### src/rtl/conv_stream_feeder.sv
`default_nettype none
// ============================================================================
// Module   : conv_stream_feeder
// Brief    : Splits one 64-bit host stream into bias writes, weight writes and
//            pixel beats for the conv engine, and sequences go/done.
//            Optional macro CONV_FEEDER_LAST_CHECK_EN adds the s_last checker.
// Revision : 1.0 - initial release
// ============================================================================
module conv_stream_feeder #(
  parameter int BIAS_CNT_W = 9,
  parameter int WT_CNT_W   = 13,
  parameter int PIX_CNT_W  = 24
) (
  input  logic                  clk,
  input  logic                  rst,
  input  logic                  start,
  input  logic [BIAS_CNT_W-1:0] cfg_bias_cnt,
  input  logic [WT_CNT_W-1:0]   cfg_wt_cnt,
  input  logic [PIX_CNT_W-1:0]  cfg_pix_cnt,
  output logic                  busy,
  output logic                  done,
  input  logic [63:0]           s_data,
  input  logic                  s_valid,
  output logic                  s_ready,
  input  logic                  s_last,
`ifdef CONV_FEEDER_LAST_CHECK_EN
  output logic                  err,
`endif
  output logic                  bias_wr_en,
  output logic [127:0]          bias_wr_data,
  output logic                  bias_wr_addr_rst,
  output logic                  wt_wr_en,
  output logic [71:0]           wt_wr_data,
  output logic                  wt_wr_addr_rst,
  output logic                  conv_go,
  input  logic                  conv_done,
  output logic [63:0]           pixel_in,
  output logic                  pixel_in_valid,
  output logic                  pixel_in_last
);

  typedef enum logic [3:0] {
    S_IDLE  = 4'd0,
    S_B_RST = 4'd1,
    S_B_LO  = 4'd2,
    S_B_HI  = 4'd3,
    S_W_RST = 4'd4,
    S_W_LO  = 4'd5,
    S_W_HI  = 4'd6,
    S_GO    = 4'd7,
    S_PIX   = 4'd8,
    S_WAIT  = 4'd9,
    S_FIN   = 4'd10
  } state_t;

  state_t                r_state;
  logic [BIAS_CNT_W-1:0] r_cfg_bias;
  logic [WT_CNT_W-1:0]   r_cfg_wt;
  logic [PIX_CNT_W-1:0]  r_cfg_pix;
  logic [BIAS_CNT_W-1:0] r_bcnt;
  logic [WT_CNT_W-1:0]   r_wcnt;
  logic [PIX_CNT_W-1:0]  r_pcnt;
  logic [63:0]           r_lo;
  logic                  r_busy;
  logic                  r_done;
  logic                  r_bias_we;
  logic [127:0]          r_bias_wd;
  logic                  r_bias_arst;
  logic                  r_wt_we;
  logic [71:0]           r_wt_wd;
  logic                  r_wt_arst;
  logic                  r_go;
  logic [63:0]           r_pix;
  logic                  r_pix_v;
  logic                  r_pix_l;

  logic                  w_ready;
  logic                  w_acc;
  logic                  w_b_final;
  logic                  w_w_final;
  logic                  w_p_final;
  state_t                w_after_bias;

  // Ready is a pure decode of the state register, never of s_valid.
  assign w_ready = (r_state == S_B_LO) || (r_state == S_B_HI) ||
                   (r_state == S_W_LO) || (r_state == S_W_HI) ||
                   (r_state == S_PIX);
  assign w_acc   = s_valid & w_ready;

  assign w_b_final    = (r_bcnt == r_cfg_bias - BIAS_CNT_W'(1));
  assign w_w_final    = (r_wcnt == r_cfg_wt   - WT_CNT_W'(1));
  assign w_p_final    = (r_pcnt == r_cfg_pix  - PIX_CNT_W'(1));
  assign w_after_bias = (r_cfg_wt != '0) ? S_W_RST : S_GO;

  always_ff @(posedge clk) begin
    if (rst) begin
      r_state     <= S_IDLE;
      r_cfg_bias  <= '0;
      r_cfg_wt    <= '0;
      r_cfg_pix   <= '0;
      r_bcnt      <= '0;
      r_wcnt      <= '0;
      r_pcnt      <= '0;
      r_lo        <= '0;
      r_busy      <= 1'b0;
      r_done      <= 1'b0;
      r_bias_we   <= 1'b0;
      r_bias_wd   <= '0;
      r_bias_arst <= 1'b0;
      r_wt_we     <= 1'b0;
      r_wt_wd     <= '0;
      r_wt_arst   <= 1'b0;
      r_go        <= 1'b0;
      r_pix       <= '0;
      r_pix_v     <= 1'b0;
      r_pix_l     <= 1'b0;
    end else begin
      r_bias_we   <= 1'b0;
      r_bias_arst <= 1'b0;
      r_wt_we     <= 1'b0;
      r_wt_arst   <= 1'b0;
      r_go        <= 1'b0;
      r_pix_v     <= 1'b0;
      r_pix_l     <= 1'b0;
      r_done      <= 1'b0;
      case (r_state)
        S_IDLE: begin
          if (start) begin
            r_cfg_bias <= cfg_bias_cnt;
            r_cfg_wt   <= cfg_wt_cnt;
            r_cfg_pix  <= cfg_pix_cnt;
            r_bcnt     <= '0;
            r_wcnt     <= '0;
            r_pcnt     <= '0;
            r_busy     <= 1'b1;
            if (cfg_bias_cnt != '0)    r_state <= S_B_RST;
            else if (cfg_wt_cnt != '0) r_state <= S_W_RST;
            else                       r_state <= S_GO;
          end
        end
        S_B_RST: begin
          r_bias_arst <= 1'b1;
          r_state     <= S_B_LO;
        end
        S_B_LO: begin
          if (w_acc) begin
            r_lo    <= s_data;
            r_state <= S_B_HI;
          end
        end
        S_B_HI: begin
          if (w_acc) begin
            r_bias_we <= 1'b1;
            r_bias_wd <= {s_data, r_lo};
            r_bcnt    <= r_bcnt + BIAS_CNT_W'(1);
            r_state   <= w_b_final ? w_after_bias : S_B_LO;
          end
        end
        S_W_RST: begin
          r_wt_arst <= 1'b1;
          r_state   <= S_W_LO;
        end
        S_W_LO: begin
          if (w_acc) begin
            r_lo    <= s_data;
            r_state <= S_W_HI;
          end
        end
        S_W_HI: begin
          if (w_acc) begin
            r_wt_we <= 1'b1;
            r_wt_wd <= {s_data[7:0], r_lo};
            r_wcnt  <= r_wcnt + WT_CNT_W'(1);
            r_state <= w_w_final ? S_GO : S_W_LO;
          end
        end
        S_GO: begin
          r_go    <= 1'b1;
          r_state <= S_PIX;
        end
        S_PIX: begin
          // No engine backpressure: bubbles on the host side pass through as gaps.
          if (w_acc) begin
            r_pix   <= s_data;
            r_pix_v <= 1'b1;
            r_pcnt  <= r_pcnt + PIX_CNT_W'(1);
            if (w_p_final) begin
              r_pix_l <= 1'b1;
              r_state <= S_WAIT;
            end
          end
        end
        S_WAIT: begin
          if (conv_done) begin
            r_done  <= 1'b1;
            r_busy  <= 1'b0;
            r_state <= S_FIN;
          end
        end
        S_FIN: begin
          r_state <= S_IDLE;
        end
        default: begin
          r_state <= S_IDLE;
        end
      endcase
    end
  end

`ifdef CONV_FEEDER_LAST_CHECK_EN
  logic r_err;
  logic w_final_beat;

  assign w_final_beat = ((r_state == S_B_HI) && w_b_final) ||
                        ((r_state == S_W_HI) && w_w_final) ||
                        ((r_state == S_PIX)  && w_p_final);

  // Sticky framing error: s_last must be present exactly on phase-final beats.
  always_ff @(posedge clk) begin
    if (rst) begin
      r_err <= 1'b0;
    end else if ((r_state == S_IDLE) && start) begin
      r_err <= 1'b0;
    end else if (w_acc && (s_last != w_final_beat)) begin
      r_err <= 1'b1;
    end
  end

  assign err = r_err;
`else
  logic w_unused_last;
  assign w_unused_last = s_last;
`endif

  assign s_ready          = w_ready;
  assign busy             = r_busy;
  assign done             = r_done;
  assign bias_wr_en       = r_bias_we;
  assign bias_wr_data     = r_bias_wd;
  assign bias_wr_addr_rst = r_bias_arst;
  assign wt_wr_en         = r_wt_we;
  assign wt_wr_data       = r_wt_wd;
  assign wt_wr_addr_rst   = r_wt_arst;
  assign conv_go          = r_go;
  assign pixel_in         = r_pix;
  assign pixel_in_valid   = r_pix_v;
  assign pixel_in_last    = r_pix_l;

endmodule
`default_nettype wire

### config.mk
export PLATFORM = sky130hd
export DESIGN_NAME = conv_stream_feeder
export DESIGN_NICKNAME = d
export VERILOG_FILES = /design/src/rtl/conv_stream_feeder.sv
export SDC_FILE = /design/constraint.sdc
export NUM_CORES = 1
export LEC_CHECK = 0
export ABC_AREA = 1
export CORE_MARGIN = 1.5
export CORE_UTILIZATION = 30
export DETAILED_ROUTE_END_ITERATION = 12
export SLEW_MARGIN = 5
export SYNTH_ARGS = -nofsm -noshare
export SYNTH_HDL_FRONTEND = slang
export SYNTH_SLANG_ARGS = --single-unit
### constraint.sdc
create_clock -name clk -period 3.5 [get_ports clk]
set_input_delay 0.875 -clock clk [delete_from_list [all_inputs] [get_ports clk]]
set_output_delay 0.875 -clock clk [all_outputs]
set_load 0.01 [all_outputs]
==> impl_metrics.json <==
{
  "ys.flop_type": "dfxtp_1",
  "layout_commonest_cell": "nand2_1",
  "rrSetupSlack_ns": 0.84,
  "cp_max_fo": 7,
  "start_util": 0.303,
  "synth_xor_area_frac": 0.0276,
  "synth_fa_ha_area_frac": 0.00492,
  "grt_pass1_vias": 16652,
  "synthSimpleGateAreaFrac": 0.265,
  "layout_min_cycle_time_ns": 3.02,
  "synth_edf_count": 0,
  "layout_common_cells": "nand2_1 (541), dfxtp_1 (433), a21oi_1 (425), clkdlybuf4s50_1 (387), nand3_1 (297)",
  "die_h_um": 246,
  "wl_per_cell_um": 17.3,
  "cts-root-buf": "clkbuf_16",
  "grt_use_met3": 0.0624,
  "peakVddDrop_v": 0.000404,
  "p_total_mw": 14.2,
  "seq_area_frac_synth": 0.487,
  "fp.dieW_um": 246,
  "gr-total-overflow": 0,
  "via_count": 17301,
  "finalHoldViolations": 0,
  "synth_top_family_by_area": "simple AND/OR/NAND/NOR gates",
  "finClkSkew_ns": 0.0245,
  "syn_area_per_cell_um2": 7.40,
  "rows": 89,
  "io_pins": 390,
  "cts_max_level": 2,
  "synth_fp_nets": 2528,
  "clk_path_buf_depth": 3,
  "clkTransAtPathRegs_ns": 0.06,
  "cts_setup_buffers": 0,
  "critPathRequiredTime_ns": 2.62,
  "final_nets": 2831,
  "syn_to_final_growth_pct": 34.6,
  "grt_max_degree": 187,
  "dieArea_um2": 60800,
  "antenna_found_initial": 1,
  "grt_pass1_wl_um": 93400,
  "synth.area.mux_share": 0,
  "power.density_nw_per_um2": 595,
  "yosysWarnings": 0,
  "crit_arrival_ns": 2.14,
  "cts_resized": 0,
  "final.fill_count": 5992,
  "max_freq_mhz": 331,
  "hp-class": "reg2reg",
  "syn_inst": 2405,
  "wl_um": 61000,
  "cts_hold_buf": 0,
  "via_per_inst": 4.92,
  "crit_path_start_kind": "flip-flop",
  "endpoint": "s_ready",
  "end_kind": "primary output",
  "drt_pass1_iterations": 5,
  "period_share": 0.863,
  "synth-seq-cells": 433,
  "drtIter0Drc": 1103,
  "use_met2": 0.316,
  "cts-buffers-inserted": 49,
  "drive_above_1_share": 0.0528,
  "worstMarginPinSlew_ns": 0.949,
  "ant_nets": 0,
  "place_congestion": 0.846,
  "ff2ff_path_depth": 13,
  "rr_startpoint": "r_state[3]$_SDFFE_PP0P_",
  "setup-tns-final_ns": 0,
  "synth_compound_area_frac": 0.152,
  "clk_latency_ns": 0.59,
  "drc": 0,
  "synth.distinct_cells": 46,
  "track_usage": 0.193,
  "worstSetupStartpoint": "r_state[1]$_SDFFE_PP0P_",
  "drv_cap": 0,
  "cellLeakagePower_nw": 8.24,
  "setup_ws_ns": 0.481,
  "grt-busiest-layer": "met2",
  "dp_hpwl_um": 40300,
  "clock-sinks": 433,
  "netlist_area_um2": 17800,
  "slew_headroom": 0.368,
  "crit_type": "reg2out",
  "core_area_um2": 58800,
  "status": "finished clean",
  "r2r_end": "r_pcnt[19]$_SDFFE_PP0P_",
  "cts_tree": "done",
  "finalSetupViolCount": 0,
  "io_buffer_count": 388,
  "post-place-ws_ns": 0.441,
  "ys_async_sr_fraction": 0,
  "use_met1": 0.242,
  "rsz0062_at_grt": "no",
  "slew_violations": 0
}
-- worst min path at each step --
stage                                    endpoint  slack (ns)  depth (start not counted)                     startpoint
global route          wt_wr_data[15]$_SDFFE_PP0P_        0.47                          2    wt_wr_data[15]$_SDFFE_PP0P_
finish              bias_wr_data[52]$_SDFFE_PP0P_        0.46                          2  bias_wr_data[52]$_SDFFE_PP0P_
CTS                 bias_wr_data[52]$_SDFFE_PP0P_        0.46                          2  bias_wr_data[52]$_SDFFE_PP0P_
detailed placement  bias_wr_data[52]$_SDFFE_PP0P_        0.45                          2  bias_wr_data[52]$_SDFFE_PP0P_
global placement    bias_wr_data[39]$_SDFFE_PP0P_        0.45                          2  bias_wr_data[39]$_SDFFE_PP0P_
floorplan                   r_lo[54]$_SDFFE_PP0P_        0.44                          2          r_lo[54]$_SDFFE_PP0P_
-- final cells by class --
class                           count  area (um2)  share of cell area
Multi-Input combinational cell   1676        8020               0.335
Tap cell                          773         967              0.0404
Clock buffer                       68        1410              0.0588
Antenna cell                        1        2.50            0.000105
Inverter                          141         529              0.0221
Timing Repair Buffer              407        4130               0.173
Sequential cell                   433        8670               0.362
Clock inverter                     19         206             0.00863
-- power breakdown --
group	total [mW]	switching (mW)	internal (mW)	leakage, nW
Clock	5.17	2.14	3.04	0.806
Sequential	5.44	0.244	5.19	3.50
Combinational	3.63	2.47	1.16	3.94
Total	14.2	4.85	9.39	8.24
-- cell usage after synthesis, types with 9 or more instances --
master    instances  share of area
xor2_1           32          0.016
nand4_1          21         0.0074
xnor2_1          24          0.012
a21oi_1         425           0.12
o21ai_0          80          0.023
nand2_1         544           0.11
nor3_1           22         0.0062
dfxtp_1         433           0.49
clkbuf_1        138          0.029
inv_1           132          0.028
buf_2            10         0.0028
nor2_1          156          0.033
nand3_1         297          0.084
inv_2             9         0.0019
-- layer usage --
metal,vias to the layer above,share of wire
met3,89,0.083
met5,-,0
met2,473,0.46
met4,0,0.025
met1,8164,0.43
li1,8575,-
-- critical path, cell delays in order, from the launching register on --
cell             delay [ns]
dfxtp_1                0.45
inv_1                  0.13
nand2_2                0.13
nand3_2                0.14
nand3_1                0.15
clkdlybuf4s50_1        0.56
-- state kept, by name, summed over array words and instances, names as in the netlist --
register	flops
busy	1
bias_wr_addr_rst	1
pixel_in_valid	1
r_cfg_bias	9
r_wcnt	13
r_cfg_pix	24
bias_wr_data	128
r_lo	64
r_pcnt	24
conv_go	1
pixel_in_last	1
pixel_in	64
r_state	4
wt_wr_data	72
wt_wr_addr_rst	1
r_bcnt	9
r_cfg_wt	13
done	1
bias_wr_en	1
wt_wr_en	1
-- logic make-up (layout without fill, tap and decap cells) --
logic type / after synthesis / after routing
simple gates: 1088 / 1088
flops: 433 / 433
xor+xnor: 56 / 56
other cells: 0 / 1
compound gates: 525 / 525
buf+inv: 296 / 635
fa+ha+maj: 7 / 7
-- metrics by stage --
step | utilization | area (um2) | hold slack (ns) | instances
after detailed placement | 0.380 | 22300 | 0.451 | 3430
after floorplan | - | 17800 | 0.445 | 2405
after CTS | 0.407 | 23900 | 0.461 | 3517
after global routing | 0.407 | 23900 | 0.475 | 3518
final | 0.407 | 23900 | 0.458 | 3518
after global placement | 0.380 | 22300 | 0.448 | 3430
(Power assumes the default switching activity.)
